File: config.mk
export PLATFORM = sky130hd
export DESIGN_NAME = imm_decode_stage
export DESIGN_NICKNAME = d
export VERILOG_FILES = /design/src/rtl/imm_decode_stage.sv
export SDC_FILE = /design/constraint.sdc
export NUM_CORES = 1
export LEC_CHECK = 0
export ABC_AREA = 1
export CORE_ASPECT_RATIO = 0.75
export CORE_MARGIN = 2
export CORE_UTILIZATION = 35
export CTS_CLUSTER_DIAMETER = 80
export CTS_CLUSTER_SIZE = 28
export DETAILED_ROUTE_END_ITERATION = 8
export PLACE_DENSITY = 0.58
export SETUP_SLACK_MARGIN = 0.15
export SLEW_MARGIN = 25
export SYNTH_ARGS = -nofsm -noshare
export SYNTH_HDL_FRONTEND = slang
export SYNTH_SLANG_ARGS = --single-unit
File: constraint.sdc
create_clock -name CLK -period 4.25 [get_ports CLK]
set_input_delay 0.85 -clock CLK [delete_from_list [all_inputs] [get_ports CLK]]
set_output_delay 0.85 -clock CLK [all_outputs]
set_load 0.05 [all_outputs]
File: src/rtl/imm_decode_stage.sv
// imm_decode_stage
//   Decode front end ahead of the immediate sign extender. Classifies each
//   LEGv8 opcode into the extender Ctrl value and passes instr[25:0] through.
//   Outputs are registered. A main register (M) drives out_* and a skid
//   register (S) absorbs one extra entry, so in_ready is always a flop output.
// Ports
//   CLK, resetl            clock (rising edge), async active-low reset
//   flush                  synchronous discard of M and S, drops same-cycle input
//   in_valid/in_ready      upstream handshake
//   in_instr, in_pc        instruction word and its PC
//   out_valid/out_ready    downstream handshake
//   out_imm26              instr[25:0] of the output entry
//   out_ext_ctrl           sign-extender Ctrl of the output entry
//   out_imm_used           entry carries an immediate
//   out_pc                 PC of the output entry
module imm_decode_stage #(
  parameter int unsigned PC_W       = 64,
  parameter logic [2:0]  NOIMM_CTRL = 3'b000
) (
  input  logic            CLK,
  input  logic            resetl,
  input  logic            flush,
  input  logic            in_valid,
  output logic            in_ready,
  input  logic [31:0]     in_instr,
  input  logic [PC_W-1:0] in_pc,
  output logic            out_valid,
  input  logic            out_ready,
  output logic [25:0]     out_imm26,
  output logic [2:0]      out_ext_ctrl,
  output logic            out_imm_used,
  output logic [PC_W-1:0] out_pc
);

  typedef struct packed {
    logic [25:0]     imm26;
    logic [2:0]      ctrl;
    logic            used;
    logic [PC_W-1:0] pc;
  } entry_t;

  typedef enum logic [1:0] {StEmpty, StOne, StFull} state_e;

  localparam entry_t ResetEntry = '{imm26: '0, ctrl: NOIMM_CTRL, used: 1'b0, pc: '0};

  state_e state_q, state_d;
  entry_t m_q, m_d, s_q, s_d;
  entry_t in_entry;
  logic   in_ready_q;
  logic   dec_used;
  logic   [2:0] dec_ctrl;
  logic   acc, drn;

  // Opcode classification, longest opcode first.
  always_comb begin
    dec_ctrl = NOIMM_CTRL;
    dec_used = 1'b0;
    if (in_instr[31:21] == 11'b11111000010 || in_instr[31:21] == 11'b11111000000) begin
      dec_ctrl = 3'b010;
      dec_used = 1'b1;
    end else if (in_instr[31:22] == 10'b1001000100 || in_instr[31:22] == 10'b1101000100 ||
                 in_instr[31:22] == 10'b1001001000 || in_instr[31:22] == 10'b1011001000) begin
      dec_ctrl = 3'b011;
      dec_used = 1'b1;
    end else if (in_instr[31:23] == 9'b110100101) begin
      dec_ctrl = {1'b1, in_instr[22:21]};
      dec_used = 1'b1;
    end else if (in_instr[31:25] == 7'b1011010) begin
      // CBZ (10110100) and CBNZ (10110101)
      dec_ctrl = 3'b001;
      dec_used = 1'b1;
    end else if (in_instr[31:26] == 6'b000101) begin
      dec_ctrl = 3'b000;
      dec_used = 1'b1;
    end
  end

  always_comb begin
    in_entry.imm26 = in_instr[25:0];
    in_entry.ctrl  = dec_ctrl;
    in_entry.used  = dec_used;
    in_entry.pc    = in_pc;
  end

  assign in_ready  = in_ready_q;
  assign out_valid = (state_q != StEmpty);
  assign acc       = in_valid && in_ready_q;
  assign drn       = out_valid && out_ready;

  always_comb begin
    state_d = state_q;
    m_d     = m_q;
    s_d     = s_q;
    if (flush) begin
      state_d = StEmpty;
    end else begin
      unique case (state_q)
        StEmpty: begin
          if (acc) begin
            m_d     = in_entry;
            state_d = StOne;
          end
        end
        StOne: begin
          if (acc && drn) begin
            m_d = in_entry;
          end else if (drn) begin
            state_d = StEmpty;
          end else if (acc) begin
            s_d     = in_entry;
            state_d = StFull;
          end
        end
        StFull: begin
          // in_ready is low here, so only a drain can happen.
          if (drn) begin
            m_d     = s_q;
            state_d = StOne;
          end
        end
        default: state_d = StEmpty;
      endcase
    end
  end

  always_ff @(posedge CLK or negedge resetl) begin
    if (!resetl) begin
      state_q    <= StEmpty;
      in_ready_q <= 1'b0;
      m_q        <= ResetEntry;
      s_q        <= ResetEntry;
    end else begin
      state_q    <= state_d;
      // Registered from next state so in_ready never sees out_ready combinationally.
      in_ready_q <= (state_d != StFull);
      m_q        <= m_d;
      s_q        <= s_d;
    end
  end

  assign out_imm26    = m_q.imm26;
  assign out_ext_ctrl = m_q.ctrl;
  assign out_imm_used = m_q.used;
  assign out_pc       = m_q.pc;

endmodule

==> results.py <==
metrics = {
    "critical_path": {
        "r2r_setup_slack_ns": 2.01,
        "cp.required_ns": 3.40,
        "end_kind": "output pin",
        "r2r-end": "out_pc[28]$_DFFE_PN0P_",
        "crit_arrival_ns": 1.81,
        "worstPathMaxFanout": 4,
        "path_class": "register to output pin",
        "r2r-start": "state_q[1]$_DFF_PN0_",
        "rr_worst_depth": 6,
        "cp-start-kind": "register",
    },
    "synth": {
        "synthesis.area_mm2": 0.00819,
        "synth_cells": 986,
        "synth_seq_cells": 191,
        "yosys_warnings": 0,
        "ys_types": 18,
        "synth_nets": 1087,
        "yosys.area.top_type": "dfrtp_1",
        "synth_area_leaders": "dfrtp_1 58%, nand2_1 14%, o21ai_0 14%, inv_1 4.9%, o21ai_1 2.8%",
        "avgSynthCellArea_um2": 8.31,
        "yosysSeqAreaShare_pct": 58.4,
        "synth_top_area_share_pct": 58.4,
    },
    "sta": {
        "finalHoldViolCount": 0,
        "grt_setup_unrepaired": "false",
        "setup_viol": 0,
        "finalSetupTns_ns": 0,
        "tightest_slew_ns": 0.929,
        "timing.final.ws_setup_ns": 1.59,
        "fin_crit_sh_pct": 62.6,
        "slew_headroom_pct": 38.1,
        "skew_ns": 0.0134,
        "max_freq_mhz": 376,
        "post-route-min-period_ns": 2.66,
        "slew_violations": 0,
    },
    "outcome": {
        "status": "completed",
    },
    "global_routing": {
        "grt_max_degree": 99,
        "grt_pass1_vias": 6060,
        "grtUsageTotal_pct": 16.6,
        "grt_pass1_wl_mm": 32.5,
        "antenna_found_initial": 4,
        "grt_overflow": 0,
    },
    "finish": {
        "nets": 1253,
        "drive_gt1_share_pct": 3.95,
        "fillers": 2231,
        "final_util_pct": 47.6,
        "diodes": 0,
        "area_delta_synth_final_pct": 33.7,
    },
    "routing": {
        "first_pass_iters": 6,
        "wl_mm": 19.9,
        "antenna_left": 0,
        "drt_iter0_drc": 455,
        "wl_per_cell_um": 13.6,
        "vias_per_cell": 4.52,
        "post-route-drc-count": 0,
        "num_vias": 6623,
    },
    "pwr": {
        "peakVddDrop_mv": 0.256,
        "power.total_mw": 5.70,
        "p_per_area_mw_per_mm2": 521,
        "power.leakage_nw": 5.14,
    },
    "die": {
        "die_h_um": 136,
        "die_area_mm2": 0.0247,
        "die_w_um": 181,
        "initial_core_util_pct": 35.6,
        "io_pins": 197,
        "rows": 48,
        "core_region_area_mm2": 0.0230,
    },
    "clocking": {
        "clk_path_buf_depth": 2,
        "cts_resized": 0,
        "root_buffer": "clkbuf_16",
        "htreeDepth": 4,
        "hold_buffers": 0,
        "cts_tree": "built",
        "clkTransAtPathRegs_ns": 0.08,
        "cts_sinks": 191,
        "cts_setup_buffers": 0,
        "clock_latency_ns": 0.43,
        "cts_buffers": 17,
    },
    "worst_hold_path": {
        "hold_class": "input pin to async pin",
    },
    "placement": {
        "dp_worst_setup_slack_ns": 1.29,
        "dp_hpwl_mm": 13.0,
        "place.port_buffers": 196,
        "finalWeightedCongestion": 0.816,
    },
    "run": {
        "maxCapViolations": 0,
    },
}
-- critical path: stages, from the launching register on --
cell	delay, ns
dfrtp_1	0.44
nor2_1	0.10
inv_1	0.06
clkdlybuf4s50_1	0.79
-- Yosys cell counts (all sizes together) --
master  instances
dfrtp         191
nor3b           1
nand4           5
buf            16
inv           108
nor2           28
clkbuf         42
a21oi           7
o21ai         272
nor3            2
nand2         305
nand3           9
-- power breakdown --
group / switching [mW] / internal, mW / total, mW
clock network: 0.754 / 0.790 / 1.54
logic: 1.11 / 0.590 / 1.70
registers: 0.199 / 2.26 / 2.46
total: 2.06 / 3.64 / 5.70
-- logic make-up after synthesis --
family                 synth area share, %
buffers and inverters                 8.02
and+or+nand+nor                       16.6
DFF                                   58.4
AOI/OAI and AO/OA                     17.0
-- worst max path at each step --
stage	from	end	slack (ns)	depth (start not counted)
4_1_cts	state_q[0]$_DFF_PN0_	out_valid	1.56	3
2_1_floorplan	in_valid	s_q[28]$_DFFE_PN0P_	2.29	9
3_5_place_dp	out_ready	out_ext_ctrl[1]$_DFFE_PN0P_	1.29	8
5_1_grt	out_ready	out_ext_ctrl[1]$_DFFE_PN0P_	1.47	8
6_report	state_q[0]$_DFF_PN0_	out_valid	1.59	3
3_3_place_gp	out_ready	out_ext_ctrl[1]$_DFFE_PN0P_	1.31	8
-- metal layers --
metal	part of all wire, %	global-route usage [%]	wire [um]
met2	42	23.1	8340
met4	0.83	4.17	165
met3	5.9	4.58	1170
met1	51	25.2	10200
met5	0.19	0	38
-- placed cells by master, fill, tap and decap left out, types with 2 or more instances in the layout --
cell type and count:
inv_1 106, clkinv_2 2, clkdlybuf4s50_1 195, o21ai_1 46, inv_6 2, inv_8 3
nand2_1 304, clkbuf_16 17, clkinv_4 5, a21oi_1 7, dfrtp_1 191, nand4_1 5
nand3_1 9, o21ai_0 226, nor2_1 27, buf_4 7, buf_12 2, clkbuf_8 2
-- state kept, by name (all words and copies together) (netlist names) --
signal,count
s_q,94
out_pc,64
out_imm26,26
out_ext_ctrl,3
state_q,2
in_ready,1
out_imm_used,1
-- stage by stage --
stage	cells	area, um2	hold slack, ns
final	1465	11000	0.438
after global routing	1465	11000	0.467
after CTS	1465	11000	0.450
after detailed placement	1433	10400	0.464
after global placement	1433	10400	0.462
after floorplan	986	8190	0.442
-- layout make-up --
class                   count  area [um2]  area share (%)
repair buffers            205        2060            18.8
flip-flops and latches    191        4780            43.6
clock inverters            13         124            1.13
multi-input cells         629        2770            25.3
inverters                 108         407            3.71
well taps                 300         375            3.43
clock buffers              19         443            4.04
No activity file was read; power rests on OpenSTA's default activity.
